===== config.mk =====
export PLATFORM = sky130hd
export DESIGN_NAME = ysyx_220053_ifu
export DESIGN_NICKNAME = d
export VERILOG_FILES = /design/src/rtl/ysyx_220053_ifu.sv
export SDC_FILE = /design/constraint.sdc
export NUM_CORES = 1
export LEC_CHECK = 0
export ABC_AREA = 1
export CORE_MARGIN = 2
export CORE_UTILIZATION = 43
export CTS_CLUSTER_DIAMETER = 100
export DETAILED_ROUTE_END_ITERATION = 12
export GPL_TIMING_DRIVEN = 1
export PLACE_DENSITY = 0.6
export REMOVE_ABC_BUFFERS = 1
export SLEW_MARGIN = 20
export SYNTH_ARGS = -nofsm -noshare
export SYNTH_HDL_FRONTEND = slang
export SYNTH_SLANG_ARGS = --single-unit
export TNS_END_PERCENT = 20

===== constraint.sdc =====
create_clock -name clk -period 3.5 [get_ports clk]
set_input_delay 0.525 -clock clk [delete_from_list [all_inputs] [get_ports clk]]
set_output_delay 0.525 -clock clk [all_outputs]
set_load 0.03 [all_outputs]

===== src/rtl/ysyx_220053_ifu.sv =====
// ----------------------------------------------------------------------------
// ysyx_220053_ifu -- instruction fetch unit
//
// Owns the fetch PC and issues in-order word requests to instruction memory.
// Each accepted request allocates a FIFO entry that holds its PC. The matching
// in-order response fills the entry with the instruction word. Decode sees the
// head entry once it is filled. A redirect frees every entry. Responses that
// are still owed to the old stream are counted in drop_cnt and discarded when
// they arrive.
//
// Optional feature macro: YSYX_220053_IFU_MISALIGN_CHK_EN
//   When defined, a redirect target with pc[1:0] != 0 raises a sticky
//   fetch_fault and halts issue until the next aligned redirect.
//   When undefined, the low two target bits are forced to zero and
//   fetch_fault is tied low.
//
// Ports:
//   clk, rst_n                 core clock, async active-low reset
//   imem_req_valid/ready/addr  fetch request channel (64-bit word address)
//   imem_rsp_valid/data        in-order responses, no backpressure
//   redirect_valid/pc          one-cycle restart pulse from execute
//   instr_valid/ready          handshake towards decode
//   instr_o, pc_o              head instruction and its PC
//   fetch_fault                misaligned redirect target (sticky)
// ----------------------------------------------------------------------------
module ysyx_220053_ifu #(
    parameter logic [63:0] RESET_PC   = 64'h8000_0000,
    parameter int          FIFO_DEPTH = 4
) (
    input  logic        clk,
    input  logic        rst_n,
    output logic        imem_req_valid,
    input  logic        imem_req_ready,
    output logic [63:0] imem_req_addr,
    input  logic        imem_rsp_valid,
    input  logic [31:0] imem_rsp_data,
    input  logic        redirect_valid,
    input  logic [63:0] redirect_pc,
    output logic        instr_valid,
    input  logic        instr_ready,
    output logic [31:0] instr_o,
    output logic [63:0] pc_o,
    output logic        fetch_fault
);

    localparam int            AW       = $clog2(FIFO_DEPTH);
    localparam int            CW       = AW + 1;
    localparam logic [AW-1:0] PTR_ONE  = AW'(1);
    localparam logic [AW-1:0] PTR_ZERO = {AW{1'b0}};
    localparam logic [CW-1:0] CNT_ONE  = CW'(1);
    localparam logic [CW-1:0] CNT_ZERO = {CW{1'b0}};
    localparam logic [CW:0]   DEPTH_W  = (CW + 1)'(FIFO_DEPTH);

    logic [63:0]           ent_pc_q   [FIFO_DEPTH];
    logic [63:0]           ent_pc_d   [FIFO_DEPTH];
    logic [31:0]           ent_data_q [FIFO_DEPTH];
    logic [31:0]           ent_data_d [FIFO_DEPTH];
    logic [FIFO_DEPTH-1:0] ent_filled_q, ent_filled_d;
    logic [AW-1:0]         head_q, head_d, tail_q, tail_d, fill_q, fill_d;
    logic [CW-1:0]         alloc_cnt_q, alloc_cnt_d;
    logic [CW-1:0]         unfilled_cnt_q, unfilled_cnt_d;
    logic [CW-1:0]         drop_cnt_q, drop_cnt_d;
    logic [63:0]           fetch_pc_q, fetch_pc_d;
    logic                  run_q;

    logic [63:0] redirect_tgt_s;
    logic [CW:0] occupancy_s, drop_sum_s;
    logic        fault_s, req_fire_s, rsp_fill_s, pop_s;

`ifdef YSYX_220053_IFU_MISALIGN_CHK_EN
    logic fault_q, fault_d;

    assign redirect_tgt_s = redirect_pc;
    assign fault_s        = fault_q;

    // Fault state follows the alignment of the latest redirect target.
    always_comb begin
        fault_d = fault_q;
        if (redirect_valid) begin
            fault_d = |redirect_pc[1:0];
        end else begin
            fault_d = fault_q;
        end
    end

    // Sticky fault register.
    always_ff @(posedge clk or negedge rst_n) begin
        if (!rst_n) begin
            fault_q <= 1'b0;
        end else begin
            fault_q <= fault_d;
        end
    end
`else
    assign redirect_tgt_s = redirect_pc & 64'hFFFF_FFFF_FFFF_FFFC;
    assign fault_s        = 1'b0;
`endif

    assign fetch_fault = fault_s;

    // Requests already allocated plus responses still owed to a flushed
    // stream both occupy memory-side slots, so both limit issue.
    assign occupancy_s    = {1'b0, alloc_cnt_q} + {1'b0, drop_cnt_q};
    assign imem_req_valid = run_q & (occupancy_s < DEPTH_W) & ~redirect_valid & ~fault_s;
    assign imem_req_addr  = fetch_pc_q;
    assign req_fire_s     = imem_req_valid & imem_req_ready;

    assign instr_valid = ent_filled_q[head_q];
    assign instr_o     = ent_data_q[head_q];
    assign pc_o        = ent_pc_q[head_q];

    // A redirect discards the head, so a simultaneous ready is not a pop.
    assign pop_s      = instr_valid & instr_ready & ~redirect_valid;
    assign rsp_fill_s = imem_rsp_valid & ~redirect_valid & (drop_cnt_q == CNT_ZERO)
                        & (unfilled_cnt_q != CNT_ZERO);
    assign drop_sum_s = {1'b0, drop_cnt_q} + {1'b0, unfilled_cnt_q};

    // Next-state logic for the FIFO, the counters and the fetch PC.
    always_comb begin
        ent_pc_d       = ent_pc_q;
        ent_data_d     = ent_data_q;
        ent_filled_d   = ent_filled_q;
        head_d         = head_q;
        tail_d         = tail_q;
        fill_d         = fill_q;
        alloc_cnt_d    = alloc_cnt_q;
        unfilled_cnt_d = unfilled_cnt_q;
        drop_cnt_d     = drop_cnt_q;
        fetch_pc_d     = fetch_pc_q;
        if (redirect_valid) begin
            ent_filled_d   = {FIFO_DEPTH{1'b0}};
            head_d         = PTR_ZERO;
            tail_d         = PTR_ZERO;
            fill_d         = PTR_ZERO;
            alloc_cnt_d    = CNT_ZERO;
            unfilled_cnt_d = CNT_ZERO;
            fetch_pc_d     = redirect_tgt_s;
            // A response landing in this cycle belongs to the old stream.
            if (imem_rsp_valid && (drop_sum_s != {(CW + 1){1'b0}})) begin
                drop_cnt_d = CW'(drop_sum_s - (CW + 1)'(1));
            end else begin
                drop_cnt_d = CW'(drop_sum_s);
            end
        end else begin
            if (req_fire_s) begin
                ent_pc_d[tail_q]     = fetch_pc_q;
                ent_filled_d[tail_q] = 1'b0;
                tail_d               = tail_q + PTR_ONE;
                fetch_pc_d           = fetch_pc_q + 64'd4;
            end else begin
                tail_d = tail_q;
            end
            if (imem_rsp_valid && (drop_cnt_q != CNT_ZERO)) begin
                drop_cnt_d = drop_cnt_q - CNT_ONE;
            end else begin
                drop_cnt_d = drop_cnt_q;
            end
            // A response with nothing outstanding is a protocol error and
            // leaves the FIFO untouched.
            if (rsp_fill_s) begin
                ent_data_d[fill_q]   = imem_rsp_data;
                ent_filled_d[fill_q] = 1'b1;
                fill_d               = fill_q + PTR_ONE;
            end else begin
                fill_d = fill_q;
            end
            if (pop_s) begin
                ent_filled_d[head_q] = 1'b0;
                head_d               = head_q + PTR_ONE;
            end else begin
                head_d = head_q;
            end
            alloc_cnt_d    = alloc_cnt_q + (req_fire_s ? CNT_ONE : CNT_ZERO)
                                         - (pop_s ? CNT_ONE : CNT_ZERO);
            unfilled_cnt_d = unfilled_cnt_q + (req_fire_s ? CNT_ONE : CNT_ZERO)
                                            - (rsp_fill_s ? CNT_ONE : CNT_ZERO);
        end
    end

    // State registers; run_q holds off the first request until one edge
    // after reset release.
    always_ff @(posedge clk or negedge rst_n) begin
        if (!rst_n) begin
            for (int i = 0; i < FIFO_DEPTH; i++) begin
                ent_pc_q[i]   <= 64'd0;
                ent_data_q[i] <= 32'd0;
            end
            ent_filled_q   <= {FIFO_DEPTH{1'b0}};
            head_q         <= PTR_ZERO;
            tail_q         <= PTR_ZERO;
            fill_q         <= PTR_ZERO;
            alloc_cnt_q    <= CNT_ZERO;
            unfilled_cnt_q <= CNT_ZERO;
            drop_cnt_q     <= CNT_ZERO;
            fetch_pc_q     <= RESET_PC;
            run_q          <= 1'b0;
        end else begin
            ent_pc_q       <= ent_pc_d;
            ent_data_q     <= ent_data_d;
            ent_filled_q   <= ent_filled_d;
            head_q         <= head_d;
            tail_q         <= tail_d;
            fill_q         <= fill_d;
            alloc_cnt_q    <= alloc_cnt_d;
            unfilled_cnt_q <= unfilled_cnt_d;
            drop_cnt_q     <= drop_cnt_d;
            fetch_pc_q     <= fetch_pc_d;
            run_q          <= 1'b1;
        end
    end

endmodule


==> results.yml <==
status:
  outcome: "finished with violations"
  violations: "negative hold slack"
setup_path:
  timing.rr.start: "head_q[0]"
  path_class: "register to output port"
  max_stage_delay_ns: 0.69
  crit_path_start: "head_q[0]"
  worstSetupEndpointType: "output port"
  path_cells: "inv_6 > buf_16 > o21ai_0 > o22ai_1 > clkdlybuf4s50_1"
  crit_required_ns: 2.97
  worst_path_max_delay_cell: "clkdlybuf4s50_1"
  arrival_ns: 2.87
  cp-start-kind: "register"
  worstPathMaxFanout: 106
layout:
  fillers: 4952
  final_cell_mix: "nand2_1 (868), dfrtp_1 (455), o21ai_0 (429)"
  final_cells: 3775
  final_core_util: 0.5343
  layout-drive-gt1-share: 0.06122
  seq_area_um2: 11470
  multi_input_area_um2: 9966
  synthToLayoutAreaGrowth_pct: 22.82
  nNetsFinal: 3177
  final_common_cell: "nand2_1"
  antenna_cells: 0
yosys:
  syn_area_um2: 22860
  synth_top_area_frac: 0.5002
  syn_inst: 2873
  ys_seq_area_frac: 0.5014
  synthTopCellsByArea: "dfrtp_1 (50%), nand2_1 (14%), o21ai_0 (9.4%)"
  syn_avg_cell_area_um2: 7.958
  yosys.area.top_type: "dfrtp_1"
  yosysWarningCount: 0
  ys_ff_latch: 458
  netlist-cell-type-count: 34
sta:
  min_period_ns: 3.397
  finalCritPeriodShare: 0.9705
  tightest_slew_ns: 0.8470
  max_freq_mhz: 294.4
  hold_viol_final: 7
  maxSlewHeadroom: 0.4353
  skew_ns: 0.01979
  slew_violations: 0
  whs_ns: -0.02079
  tns_ns: 0
  final.setup.worst_slack_ns: 0.1034
  setup_violations: 0
clock_tree:
  cts_tree: "yes"
  cts_num_sinks: 458
  clockBufferDepth: 3
  numCtsBuffers: 52
  path_clk_slew_ns: 0.06
  htreeDepth: 2
  cts-root-buf: "clkbuf_16"
  cts_hold_buf: 0
  worst_skew_pair.late_latency_ns: 0.59
routing:
  wl_um: 70740
  num_vias: 20350
  drc: 0
  wl_per_cell_um: 18.74
  drtPass1Iterations: 6
  drt-initial-drc-count: 1516
  vias_per_cell: 5.390
  ant_nets: 0
place:
  dp_slack_ns: 0.5135
  dp.cells: 3680
  gp_congestion: 0.9007
  port_buffers: 257
  hpwl_um: 46560
grt:
  grt-ovfl-total: 0
  track_usage: 0.2581
  grt_pass1_wl_um: 110800
  grt_pass1_vias: 19760
  grt_max_degree: 107
  antenna_found_initial: 0
floorplan:
  die_area_um2: 55030
  rows: 84
  die_y_um: 234.6
  io_pins: 265
  fp.coreArea_um2: 52550
  die_w_um: 234.6
  start_util: 0.4350
worst_hold_path:
  hold_class: "primary input to asynchronous set/reset pin"
job:
  max_cap_violations: 0
power:
  powerDensity_nw_per_um2: 660.9
  ir_drop_uv: 351.5
  leakage_nw: 12.97
==> critical path, delay by kind of cell (launching register included) <==
kind / cells / cell delay (ns)
AOI/OAI and AO/OA: 2 / 0.32
buffers and inverters: 3 / 1.19
DFF: 1 / 0.64
==> stage by stage <==
stage	instance area (um2)	power (mW)
detailed placement	26320	13.24
floorplan	21900	10.27
global route	28080	19.50
global placement	26320	13.10
CTS	28040	18.73
finish	28080	18.56
==> final timing paths <==
kind / to / slack (ns) / cells past startpoint
setup / recovery: instr_o[31] / 0.10 / 5
hold reg to reg: ent_data_q[93] / 0.48 / 2
max in group asynchronous: imem_req_addr[31] / 2.53 / 2
hold / removal: ent_data_q[8] / -0.02 / 1
setup reg to reg: alloc_cnt_q[2] / 0.58 / 12
min in group clk: alloc_cnt_q[1] / 0.32 / 2
==> where the power goes <==
group / internal (mW) / switching (mW) / total [mW]
Clock: 3.24 / 2.19 / 5.44
Combinational: 2.66 / 3.28 / 5.94
Sequential: 6.40 / 0.777 / 7.18
==> flip-flops by register name (all words and copies together) (netlist names), 2 cells and up <==
name,flops
ent_data_q,128
tail_q,2
head_q,2
alloc_cnt_q,3
imem_req_addr,62
ent_pc_q,248
drop_cnt_q,3
unfilled_cnt_q,3
fill_q,2
ent_filled_q,4
==> layout make-up <==
type / instances / area share
clock inverters: 13 / 0.006149
inverters: 131 / 0.01778
well taps: 688 / 0.03066
multi-input cells: 2091 / 0.3549
repair buffers: 313 / 0.1282
flip-flops and latches: 458 / 0.4084
clock buffers: 81 / 0.05383
==> metal layers <==
metal / part of all wire / GRT usage / vias up
met4: 0.037 / 0.1030 / 0
li1: - / - / 9711
met3: 0.062 / 0.03973 / 139
met5: 0 / 0 / -
met2: 0.46 / 0.4130 / 623
met1: 0.44 / 0.3521 / 9874
==> synthesized netlist by cell type <==
library cell    n
inv_4           1
nand3_1        64
nor3b_1         1
clkbuf_1       97
conb_1          2
a21oi_1         5
or2_2           1
o21ai_1        15
nand2_2         1
fa_1            3
dfrtp_1       457
nor2_4          4
nand2_1       873
nor2_1        328
o21a_1        168
nor3_1          7
o21ai_0       429
buf_1           6
nand4_1        14
inv_1         128
inv_2           2
a31oi_1         2
ha_1           25
xor2_1         27
buf_6           7
nand3b_1        2
o22ai_1        95
buf_4          29
nor2_2          1
nor3_2          1
o211ai_1       11
dfstp_2         1
xnor2_1         8
buf_2          58
==> cell families after synthesis <==
logic type | synth area share
simple gates | 0.2208
compound gates | 0.1836
flops | 0.5014
buf+inv | 0.06420
xor+xnor | 0.01341
fa+ha+maj | 0.01631
other cells | 0.0003285
==> what timing repair did <==
action | 4_1_cts | 5_1_grt
buffers inserted | 1 | 0
gates cloned | 0 | 0
gates resized for setup | 1 | 12
endpoints found under the hold margin | 0 | 0
setup endpoints to repair | 40 | 21
Power figures use the tool's default switching activity.
